**src/rtl/serial_approx_subtractor.sv**
```systemverilog
// Bit-serial N-bit subtractor, LSB first: Diff = A - B - Bin, with an approximate
// borrow cell in the low APPROX_BITS positions; valid/ready handshake on both sides.
module serial_approx_subtractor #(
    parameter int N           = 8,
    parameter int APPROX_BITS = 0
) (
    input  logic         clk,
    input  logic         rst,
    input  logic         in_valid,
    output logic         in_ready,
    input  logic [N-1:0] A,
    input  logic [N-1:0] B,
    input  logic         Bin,
    output logic         out_valid,
    input  logic         out_ready,
    output logic [N-1:0] Diff,
    output logic         Bout,
    output logic         busy
);

    localparam int CW = (N > 1) ? $clog2(N) : 1;

    localparam logic [1:0] S_IDLE = 2'd0;
    localparam logic [1:0] S_RUN  = 2'd1;
    localparam logic [1:0] S_DONE = 2'd2;

    logic [1:0]    state_q, state_d;
    logic [N-1:0]  a_q, a_d;
    logic [N-1:0]  b_q, b_d;
    logic [N-1:0]  diff_q, diff_d;
    logic          borrow_q, borrow_d;
    logic          bout_q, bout_d;
    logic          valid_q, valid_d;
    logic [CW-1:0] cnt_q, cnt_d;

    logic bit_a, bit_b, bit_d, bit_bo;

    always_comb begin
        state_d  = state_q;
        a_d      = a_q;
        b_d      = b_q;
        diff_d   = diff_q;
        borrow_d = borrow_q;
        bout_d   = bout_q;
        valid_d  = valid_q;
        cnt_d    = cnt_q;

        bit_a = a_q[cnt_q];
        bit_b = b_q[cnt_q];
        bit_d = bit_a ^ bit_b ^ borrow_q;
        // Approximate cell drops the borrow-in term from the borrow-out only.
        if (int'(cnt_q) < APPROX_BITS) begin
            bit_bo = ~bit_a & bit_b;
        end else begin
            bit_bo = (~bit_a & bit_b) | (~(bit_a ^ bit_b) & borrow_q);
        end

        case (state_q)
            S_IDLE: begin
                if (in_valid) begin
                    a_d      = A;
                    b_d      = B;
                    borrow_d = Bin;
                    cnt_d    = '0;
                    state_d  = S_RUN;
                end
            end
            S_RUN: begin
                diff_d[cnt_q] = bit_d;
                borrow_d      = bit_bo;
                if (cnt_q == CW'(N - 1)) begin
                    bout_d  = bit_bo;
                    state_d = S_DONE;
                end else begin
                    cnt_d = cnt_q + CW'(1);
                end
            end
            S_DONE: begin
                // First DONE cycle raises out_valid; the handshake is taken once it is visible.
                if (!valid_q) begin
                    valid_d = 1'b1;
                end else if (out_ready) begin
                    valid_d = 1'b0;
                    state_d = S_IDLE;
                end
            end
            default: begin
                state_d = S_IDLE;
                valid_d = 1'b0;
            end
        endcase
    end

    always_ff @(posedge clk or posedge rst) begin
        if (rst) begin
            state_q  <= S_IDLE;
            a_q      <= '0;
            b_q      <= '0;
            diff_q   <= '0;
            borrow_q <= 1'b0;
            bout_q   <= 1'b0;
            valid_q  <= 1'b0;
            cnt_q    <= '0;
        end else begin
            state_q  <= state_d;
            a_q      <= a_d;
            b_q      <= b_d;
            diff_q   <= diff_d;
            borrow_q <= borrow_d;
            bout_q   <= bout_d;
            valid_q  <= valid_d;
            cnt_q    <= cnt_d;
        end
    end

    assign in_ready  = (state_q == S_IDLE);
    assign busy      = (state_q != S_IDLE);
    assign out_valid = valid_q;
    assign Diff      = diff_q;
    assign Bout      = bout_q;

endmodule

```
**config.mk**
```make
export PLATFORM = sky130hd
export DESIGN_NAME = serial_approx_subtractor
export DESIGN_NICKNAME = d
export VERILOG_FILES = /design/src/rtl/serial_approx_subtractor.sv
export SDC_FILE = /design/constraint.sdc
export NUM_CORES = 1
export LEC_CHECK = 0
export BUFFER_PORTS_ARGS = -buffer_cell sky130_fd_sc_hd__buf_2
export CAP_MARGIN = 20
export CORE_MARGIN = 1.5
export CORE_UTILIZATION = 55
export CTS_BUF_LIST = sky130_fd_sc_hd__clkbuf_2
export CTS_CLUSTER_DIAMETER = 80
export DETAILED_ROUTE_END_ITERATION = 8
export PLACE_DENSITY_LB_ADDON = 0.15
export REMOVE_ABC_BUFFERS = 1
export SLEW_MARGIN = 10
export SYNTH_ARGS = -nofsm -noshare
export SYNTH_HDL_FRONTEND = slang
export SYNTH_SLANG_ARGS = --single-unit
```
**constraint.sdc**
```tcl
create_clock -name clk -period 2.7 [get_ports clk]
set_clock_uncertainty 0.2 [all_clocks]
set_input_delay 0.135 -clock clk [delete_from_list [all_inputs] [get_ports clk]]
set_output_delay 0.135 -clock clk [all_outputs]
set_load 0.05 [all_outputs]
```
Word-level counts from Yosys, hierarchy flattened

Cells that the tools add are included.

Bits in latches: 0
RAM bits: 0
Memories kept: 0
Input port bits: 21
Bits in read-only memories: 0
Output and inout bits: 12
Logic and storage cells: 56
Flip-flop bits (word level): 32

Reduce and logical (&&, ||, !) cells: 10
Shift-type cells: 0
Add/sub/neg operators: 1
Div/mod/pow operators: 0
Multipliers: 0
Bitwise gates (word level): 7
Order comparisons: 2
Eq/ne operators: 8
Muxes and demuxes: 20

Operators with widths:

| kind                                                                  | count |
|---|---|
| 2-bit inequality test, second input constant                          | 5 |
| 8-bit bitwise mux                                                     | 1 |
| 2-bit two-way mux                                                     | 4 |
| 1-bit binary-select mux with 3-bit select                             | 2 |
| 1-bit two-way mux                                                     | 6 |
| 3-bit two-way mux                                                     | 2 |
| 2-bit one-hot mux with 3 select lines                                 | 1 |
| 3-bit one-hot mux with 2 select lines                                 | 1 |
| 2-bit AND reduction                                                   | 3 |
| 3-bit by 4-bit < comparator with 1-bit output, second input constant  | 1 |
| 1-bit one-hot mux with 2 select lines                                 | 2 |
| 4-bit AND reduction                                                   | 1 |
| 2-bit nonzero test                                                    | 2 |
| 3-bit by 1-bit adder with 3-bit output, second input constant         | 1 |
| 1-bit demux with 3-bit select                                         | 1 |
| 3-bit equality test, second input constant                            | 1 |
| 3-bit by 1-bit >= comparator with 1-bit output, second input constant | 1 |
| 3-bit AND reduction                                                   | 1 |
| 1-bit bitwise AND                                                     | 2 |
| 2-bit by 1-bit equality test with 1-bit output, second input constant | 1 |
| 2-bit equality test, second input constant                            | 1 |
| 2-bit zero test                                                       | 1 |
| 1-bit NOT                                                             | 2 |
| 2-bit OR reduction                                                    | 1 |
| 3 further kinds                                                       | 4 |

Logic depth before layout (Yosys ltp)

Gate-level depths: netlist of run 1.

Depth in word-level cells: 7
Depth in mapped cells: 7

Worst setup path before layout of run 1

No wires, ideal clock.

Kind: reg2reg
Start point: register cnt_q[0]
End point: register diff_q[3], in the netlist Diff[3]
Stages on the path, launching flop included: 6
Library setup time: 0.125 ns
Buffers on the path: 1
Arrival: 2.071 ns
Slack: 0.304 ns
Required time: 2.375 ns
Cells stage by stage: dfrtp_1 > buf_4 > mux4_2 > mux2_2 > fa_1 > mux2_2

Word-level cells in the longest chain between the ends: 5

Ends and longest elaborated chain:

| element                                                      | line   | RTL |
|---|---|---|
| from (decl)                                                  | 34     | `logic [CW-1:0] cnt_q, cnt_d;` |
| from (signal assigned)                                       | 112    | `cnt_q <= cnt_d;` |
| 1-bit binary-select mux with 3-bit select (on tied branches) | 48, 49 |  |
| 1-bit two-way mux (on tied branches)                         | 48, 49 |  |
| 1-bit XOR * (2 in a row)                                     | 50     | `bit_d = bit_a ^ bit_b ^ borrow_q;` |
| named net bit_d                                              | 36     | `logic bit_a, bit_b, bit_d, bit_bo;` |
| 8-bit bitwise mux *                                          | 69     | `diff_d[cnt_q] = bit_d;` |
| to (signal assigned)                                         | 108    | `diff_q <= diff_d;` |
| to (decl)                                                    | 30     | `logic [N-1:0] diff_q, diff_d;` |

Mark *: on every way through the listed nets, which the timed path passes. The rest lies on a longest branch. The select of a mux whose other input is x is not followed.
A chain may end at the register's enable or synchronous reset.

Worst setup path in the final report of run 1

Same ends and word-level chain as after synthesis.

==> results of run 1 <==
==> cells by family (layout without fill, tap and decap cells) <==
group           count (synthesis)  count (layout)  synth area share [%]
simple gates                   27              27                  10.1
compound gates                 13              13                  4.84
mux                            30              30                  25.0
fa+ha+maj                       3               3                  2.96
buf+inv                        12              67                  4.52
flops                          32              32                  52.5
==> worst min-delay path, stage by stage <==
cell           delay (ns)
dlygate4sd3_1        0.53
buf_2                0.12
inv_1                0.04
buf_4                0.35
==> per-stage QoR <==
step | hold slack [ns] | cell area [µm²]
after floorplan | 0.0512 | 1470
after global placement | 0.0250 | 1690
after detailed placement | 0.0376 | 1690
after CTS | 0.159 | 1930
after global routing | 0.215 | 1930
final | 0.165 | 1930
==> layer usage <==
metal | vias to the layer above | global-route usage [%]
li1 | 519 | -
met1 | 532 | 27.2
met2 | 31 | 34.7
met3 | 5 | 5.35
met4 | 0 | 8.36
met5 | - | 0
==> worst paths after layout <==
check	slack, ns	from	end
worst max-delay path	0.16	cnt_q[0]	Diff[3]
worst min-delay path	0.17	rst	a_q[7]
worst max register to register	0.16	cnt_q[0]	Diff[3]
worst min register to register	0.32	borrow_q	borrow_q
max in group asynchronous	1.83	rst	Diff[4]
min in group clk	0.31	A[0]	a_q[0]
==> what timing repair did <==
action                    4_1_cts  5_1_grt
hold endpoints to repair       55        0
hold buffers                   20        0
resized for setup               0        0
==> cell usage after synthesis <==
master | n | share of area [%]
and2_4 | 1 | 0.57
buf_6 | 2 | 1.5
buf_2 | 1 | 0.33
mux2_2 | 25 | 18
nand2_1 | 9 | 2.2
nor3b_1 | 2 | 0.98
mux4_2 | 4 | 5.9
nand3_1 | 1 | 0.33
nor3b_2 | 1 | 0.82
nor3_1 | 2 | 0.66
nor2_1 | 4 | 0.98
mux2i_1 | 1 | 0.66
nor2_4 | 1 | 0.74
fa_1 | 1 | 1.3
a22oi_1 | 2 | 0.98
ha_1 | 2 | 1.6
dfrtp_1 | 32 | 53
a31oi_1 | 1 | 0.41
buf_4 | 2 | 0.98
inv_1 | 5 | 1.2
clkbuf_1 | 2 | 0.49
o21ai_0 | 6 | 2.0
nor2b_1 | 2 | 0.82
o21bai_1 | 1 | 0.49
nand3b_1 | 4 | 2.0
a21oi_1 | 3 | 0.98
==> cell type report <==
class                      instances  area share [%]
multi-input combinational         73            34.0
inverter                           5           0.975
tap                               30            1.95
clock inverter                     1           0.195
clock buffer                       7            1.82
timing repair buffer              54            19.5
sequential                        32            41.6
==> sequential cells by signal (all words and copies together) (netlist names) <==
name / flops
b_q: 8
borrow_q: 1
out_valid: 1
cnt_q: 3
a_q: 8
Bout: 1
Diff: 8
state_q: 2
==> power breakdown <==
group          internal (mW)  total (mW)  switching (mW)
logic                  0.584        1.30           0.713
registers              0.718       0.918           0.200
clock network         0.0693       0.221           0.152
total                   1.37        2.44            1.06
==> run summary, run 1 <==
Top cell by count, worst path = mux2_2
Clk sink count = 32
I/O Buffers = 32
Number of stages on the worst setup path = 4
Ports = 33
Bufs on Longest Clock Path = 2
Clk Latency, worst-skew pair = 0.37 ns
Fin crit period = 2.54 ns
CP max stage delay = 0.57 ns
Total wire length = 2.79 mm
Multi-input gate area = 654 µm²
Fraction of layout instances using a drive strength above 1 = 42.4%
Final setup margin = 0.163 ns
Total GRT Usage = 21.2%
CTS clock-pin slew for the worst setup and hold paths = 0.16 ns
P_leak = 0.884 nW
Die height = 55.6 µm
Pre-CTS WS = 0.168 ns
Number of global-route vias before repair = 1132
Worst Max-Slew Pin Slew = 0.459 ns
Crit-path slowest cell = fa_1
Core ar. = 2540 µm²
CP Max Fanout = 8
Power Total = 2.44 mW
Placer Congestion = 0.702
Fin nets = 195
DP HPWL = 1.86 mm
Antenna fix cells = 0
Fin crit share = 94.0%
Max_cap viols = 0
Slew Limit Fails = 0
TritonCTS clock tree = done
Power Density = 1270 nW/µm²
Avg Cell Area, Syn = 13.0 µm²
Htree depth = 2
Detailed-route via count = 1087
FILL cells = 185
Routed wl met2 = 1.41 mm
Top Layer Used = met4
Routed wl met3 = 129 µm
F_max = 394 MHz
Seq. cell area = 801 µm²
Cells on worst reg2reg path = 4
Met1 Wirelength = 1.22 mm
Final Util = 75.7%
Number of remaining DRC errors = 0
Dpl cells = 174
Cells along the critical path = mux4_2 -> mux2_2 -> fa_1 -> mux2_2
Post-CTS Setup Bufs = 0
Synth Register Bits = 32
Most frequent cells in the layout = 32 x dfrtp_1, 32 x buf_2, 25 x mux2_2
Post-synthesis sequential area ratio = 52.5%
Post-Syn Area = 1520 µm²
Starting Density = 59.9%
Clock Root Buffer = clkbuf_2
CP Buf/Inv Count = 0
Req. time, crit path = 2.76 ns
Max VDD drop = 1.05 mV
Count of final hold-check violations = 0
Pre-Repair DR Iteration Count = 4
Initial DRC count = 13
GRT overflow = 0
Rel. slew slack = 69.4%
Worst EP arrival = 2.59 ns
Synth Warn # = 0
Drt wl/cell = 13.8 µm
Status = finished clean
CTS buffer count = 5
Die W = 55.6 µm
CP startpoint kind = flop
Antenna viol nets, final = 0
Post-Syn Instances = 117
Setup violators final = 0
Crit path max-delay family = multiplexers
Initial antenna violation count = 0
Cell Rows = 18
Crit Path Class = flop to flop
First-pass GRT wire length = 5.06 mm
Hold Path Class = input pin to async pin
Layout area overhead = 26.4%
Largest net degree at the start of global routing = 33
RSZ-0062 raised after global routing = no
Cell variety after synth = 26
Final Non-Filler Cells = 202
Vias per cell = 5.38
Setup TNS = 0 ns
Die ar. = 3100 µm²
CP Capture Type = flop
(Power assumes the default switching activity.)
==> run 2: changes to the inputs <==
- ABC_AREA: not set -> 1
- CORE_UTILIZATION: 55 -> 56
- SKIP_CTS_REPAIR_TIMING: not set -> 1
==> run 2 against run 1 <==
Net effect:
- power is 1.5% lower
- flip-flop and latch count did not move
- maximum frequency up 15%
- design area up 1.6%
- count of clock-buffer cells in the layout fell by 2
- sequential share of layout area shrank 0.64 points
- largest power group unchanged
- cell count up 39%
- setup slack better by 0.33 ns
- core utilization increased by 1.2 points
- worst hold slack got worse by 0.11 ns
==> run summary, run 2 <==
Layout area overhead = 26.8%
RSZ-0062 raised after global routing = no
Total GRT Usage = 21.9%
Top cell by count, worst path = nand2_1
Comb pwr share = 57.2%
Mux cell area share after synthesis = 0%
Power Total = 2.40 mW
Clk sink count = 32
Seq. cell area = 801 µm²
Post-synthesis sequential area ratio = 51.9%
Crit Path Class = flop to flop
Most frequent cells in the layout = 60 x nand2_1, 32 x dfrtp_1, 32 x buf_2
Async SR Flop Fraction = 100%
First-pass GRT wire length = 5.31 mm
Total wire length = 3.30 mm
Initial DRC count = 61
Worst EP arrival = 2.29 ns
Clk Latency, worst-skew pair = 0.37 ns
Rel. slew slack = 73.0%
CP Max Fanout = 8
Number of remaining DRC errors = 0
Cell Rows = 18
Detailed-route via count = 1397
Largest family of logic cells by synthesized area = simple AND/OR/NAND/NOR gates
Synth Warn # = 0
Slew Limit Fails = 0
Cell-internal power = 1.16 mW
Setup TNS = 0 ns
Req. time, crit path = 2.78 ns
Die height = 55.5 µm
Top_reg_cell synth = dfrtp_1
CTS buffer count = 5
Cell taking the most area after synthesis = dfrtp_1
Cell variety after synth = 17
Share of the synthesized area in the top cell type = 51.9%
Number of global-route vias before repair = 1282
Global routing's busiest layer = met2
DP HPWL = 2.18 mm
Multi-input gate area = 608 µm²
Drt wl/cell = 11.7 µm
Ports = 33
CP Capture Type = flop
GRT overflow = 0
Die ar. = 3080 µm²
Post-Syn Instances = 195
Starting Density = 60.6%
Count of final hold-check violations = 0
Top-count cell post-synth = nand2_1
Post-Syn Area = 1540 µm²
Max_cap viols = 0
F_max = 454 MHz
Vias per cell = 4.97
Clock share of power = 9.4%
Seq pwr share = 33.4%
Avg Cell Area, Syn = 7.91 µm²
Post-synth EDFFs = 0
Post-synthesis simple-gate area fraction = 30.0%
Cells along the critical path = inv_1 -> nor2_1 -> nand3_1 -> nand2_1 -> inv_1 -> nand2_1 -> fa_1 -> nand3_1 -> nand2_1
Most common cell after layout, fill and taps aside = nand2_1
Htree depth = 2
Post-Synth XOR/XNOR Area = 0%
Psw = 1.24 mW
Pre-Repair DR Iteration Count = 4
CP max stage delay = 0.53 ns
P_leak = 1.09 nW
TritonCTS clock tree = done
Initial antenna violation count = 0
Fin crit share = 81.6%
Worst Max-Slew Pin Slew = 0.404 ns
CTS clock-pin slew for the worst setup and hold paths = 0.16 ns
Status = finished clean
Compound-Gate Fraction of Synth Area = 6.49%
Max VDD drop = 0.996 mV
Largest net degree at the start of global routing = 37
Fin crit period = 2.20 ns
Met2 track demand over resource = 35.2%
Placer Congestion = 0.743
Power Density = 1230 nW/µm²
Crit-path slowest cell = fa_1
Adder-Cell Fraction of Synth Area = 2.92%
Hold Path Class = input pin to flop
Switching Fraction = 51.6%
GR Util met1 = 28.1%
Die W = 55.5 µm
Core ar. = 2540 µm²
Antenna fix cells = 0
Bufs on Longest Clock Path = 2
Commonest cells in the netlist = 60 x nand2_1, 32 x dfrtp_1, 27 x inv_1, 21 x nor2_1, 19 x nand3_1
CP startpoint kind = flop
FILL cells = 188
Antenna viol nets, final = 0
Synth Register Bits = 32
Synth area leaders = dfrtp_1 52%, nand2_1 15%, inv_1 6.6%
Met3 GRT Util = 7.03%
Setup violators final = 0
Fin nets = 274
Clock Root Buffer = clkbuf_2
Fraction of layout instances using a drive strength above 1 = 18.3%
I/O Buffers = 32
[run 2: area by class of cell]
type | instances | share of cell area (%)
Tap cell | 30 | 1.92
Inverter | 28 | 5.37
Multi-Input combinational cell | 130 | 31.1
Timing Repair Buffer | 53 | 18.7
Clock buffer | 5 | 1.28
Clock inverter | 3 | 0.704
Sequential cell | 32 | 40.9
[run 2: metal layers]
metal,vias to the layer above,routed length [µm]
li1,713,-
met1,648,1460
met2,31,1660
met3,5,134
met4,0,40
met5,-,0
[run 2: worst paths after layout]
kind / start / to / slack (ns) / depth (start not counted)
setup reg to reg: cnt_q[2] / Diff[5] / 0.50 / 9
max in group asynchronous: rst / b_q[7] / 1.84 / 4
setup / recovery: cnt_q[2] / Diff[5] / 0.50 / 9
hold / removal: in_valid / borrow_q / 0.06 / 4
min in group asynchronous: rst / a_q[1] / 0.16 / 4
hold reg to reg: Diff[1] / Diff[1] / 0.29 / 2
[run 2: per-stage QoR]
stage / area (µm²) / setup WS (ns) / instances / hold slack, ns / utilization, %
3_3_place_gp: 1730 / 0.629 / 254 / 0.0291 / 67.8
5_1_grt: 1960 / 0.325 / 281 / 0.0735 / 76.8
2_1_floorplan: 1510 / 0.536 / 190 / 0.0512 / -
4_1_cts: 1770 / 0.499 / 262 / -0.388 / 69.4
3_5_place_dp: 1730 / 0.537 / 254 / 0.0486 / 67.8
6_report: 1960 / 0.496 / 281 / 0.0574 / 76.8
[run 2: logic make-up after synthesis]
kind of cell | after synthesis
and+or+nand+nor | 107
buffers and inverters | 33
adders and majority gates | 3
DFF | 32
AOI/OAI and AO/OA | 20
[run 2: critical path, delay by kind of cell, from the launching register on]
kind                       cells  cell delay (ns)
adders and majority gates      1             0.53
buffers and inverters          2             0.12
DFF                            1             0.45
and+or+nand+nor                6             0.81
[run 2: power by group through the flow]
| stage | registers, mW | logic (mW) | clock network, mW |
|---|---|---|---|
| after floorplan | 1.05 | 0.794 | 0 |
| after global placement | 0.805 | 1.30 | 0 |
| after detailed placement | 0.815 | 1.35 | 0 |
| after CTS | 0.803 | 1.35 | 0.232 |
| after global routing | 0.827 | 1.53 | 0.251 |
| final | 0.802 | 1.37 | 0.225 |
==> run 3: changes to the inputs <==
- clock period: 2.7 -> 2.27 ns (I/O delays scaled with it)
==> run 3 against run 2 <==
Net effect:
- via count fell by 1.4%
- count of clock-buffer cells in the layout rose by 2
- flip-flop and latch count did not move
- non-clock buffer count rose by 3
- worst hold slack improved by 0.0044 ns
- first-iteration DRC count fell by 39%
- sequential power rose by 19%
- combinational power rose by 21%
- sequential share of layout area fell by 0.47 points
- critical endpoint is now Diff[2]
- largest power group unchanged
==> run summary, run 3 (synthesized netlist as in run 2, its figures left out) <==
Status = finished clean
F_max = 471 MHz
Layout area overhead = 28.2%
Total GRT Usage = 21.6%
Vias per cell = 4.85
Clk Latency, worst-skew pair = 0.36 ns
Rel. slew slack = 73.7%
Bufs on Longest Clock Path = 2
Worst Max-Slew Pin Slew = 0.394 ns
Detailed-route via count = 1378
Fin crit period = 2.12 ns
Fin nets = 277
CP startpoint kind = flop
Max VDD drop = 1.17 mV
Die height = 55.5 µm
CP max stage delay = 0.64 ns
DP HPWL = 2.12 mm
Final instance area = 1980 µm²
Most common cell after layout, fill and taps aside = nand2_1
CP Max Fanout = 9
Worst EP arrival = 2.22 ns
First-pass GRT wire length = 5.25 mm
Req. time, crit path = 2.37 ns
Initial antenna violation count = 0
CTS clock-pin slew for the worst setup and hold paths = 0.15 ns
DP Area = 1750 µm²
Starting Density = 60.6%
GRT overflow = 0
Largest net degree at the start of global routing = 37
Total wire length = 3.22 mm
Die ar. = 3080 µm²
FILL cells = 198
Number of global-route vias before repair = 1293
Setup violators final = 0
Ports = 33
Cell Rows = 18
RSZ-0062 raised after global routing = no
Setup TNS = 0 ns
Cells along the critical path = clkinv_1 -> nand2_1 -> nand3_1 -> nand2_1 -> nor2_1 -> fa_1 -> nand3_1 -> nand2_1
CTS buffer count = 5
Placer Congestion = 0.788
P_leak = 1.10 nW
Slew Limit Fails = 0
Hold Path Class = input pin to flop
CP Capture Type = flop
TritonCTS clock tree = done
Hold slack final = 0.0618 ns
Antenna fix cells = 0
Power Density = 1460 nW/µm²
Power Total = 2.88 mW
Drt wl/cell = 11.3 µm
Fraction of layout instances using a drive strength above 1 = 19.3%
Count of final hold-check violations = 0
Top cell by count, worst path = nand2_1
Crit Path Class = flop to flop
Pre-Repair DR Iteration Count = 4
I/O Buffers = 32
Clock Root Buffer = clkbuf_2
Initial DRC count = 37
Most frequent cells in the layout = 60 x nand2_1, 32 x dfrtp_1, 32 x buf_2
Die W = 55.5 µm
Number of remaining DRC errors = 0
Reg2reg setup slack = 0.15 ns
Fin crit share = 93.5%
Clk sink count = 32
Antenna viol nets, final = 0
Max_cap viols = 0
Htree depth = 2
Crit-path slowest cell = fa_1
Core ar. = 2540 µm²
## run 3: layout make-up
| type | count | area (µm²) | share of cell area, % |
|---|---|---|---|
| Clock buffer | 7 | 35.0 | 1.77 |
| Clock inverter | 1 | 3.75 | 0.190 |
| Inverter | 28 | 105 | 5.31 |
| Multi-Input combinational cell | 130 | 608 | 30.7 |
| Sequential cell | 32 | 801 | 40.5 |
| Tap cell | 30 | 37.5 | 1.90 |
| Timing Repair Buffer | 56 | 388 | 19.6 |
## run 3: final timing paths
check	start	end	cells after the start
max	cnt_q[0]	Diff[2]	8
min	in_valid	borrow_q	4
max reg2reg	cnt_q[0]	Diff[2]	8
min reg2reg	Diff[1]	Diff[1]	2
max in group asynchronous	rst	Diff[0]	4
min in group asynchronous	rst	Diff[3]	4
## run 3: stage by stage
stage               worst slack [ns]  utilization, %  instances
floorplan                      0.106               -        190
global placement               0.309            68.7        257
detailed placement             0.195            68.7        257
CTS                            0.155            70.3        265
global route                 0.00546            77.7        284
finish                         0.147            77.7        284
## run 3: metal layers
metal	part of all wire (%)	wire length, µm	track usage [%]
met2	53	1710	37.4
met4	1.1	35	8.36
met3	2.9	92	4.92
met5	0	0	0
met1	43	1380	26.0
## run 3: worst max-delay path: cells and delay by family (launching register included)
kind | cells | cell delay [ns]
fa+ha+maj | 1 | 0.64
simple gates | 6 | 0.57
flops | 1 | 0.40
buf+inv | 1 | 0.25
## run 3: report_power, final
part	leakage [nW]	internal, mW	switching [mW]
Clock	0.0306	0.0826	0.184
Combinational	0.700	0.516	1.14
Sequential	0.374	0.830	0.124
Total	1.10	1.43	1.45
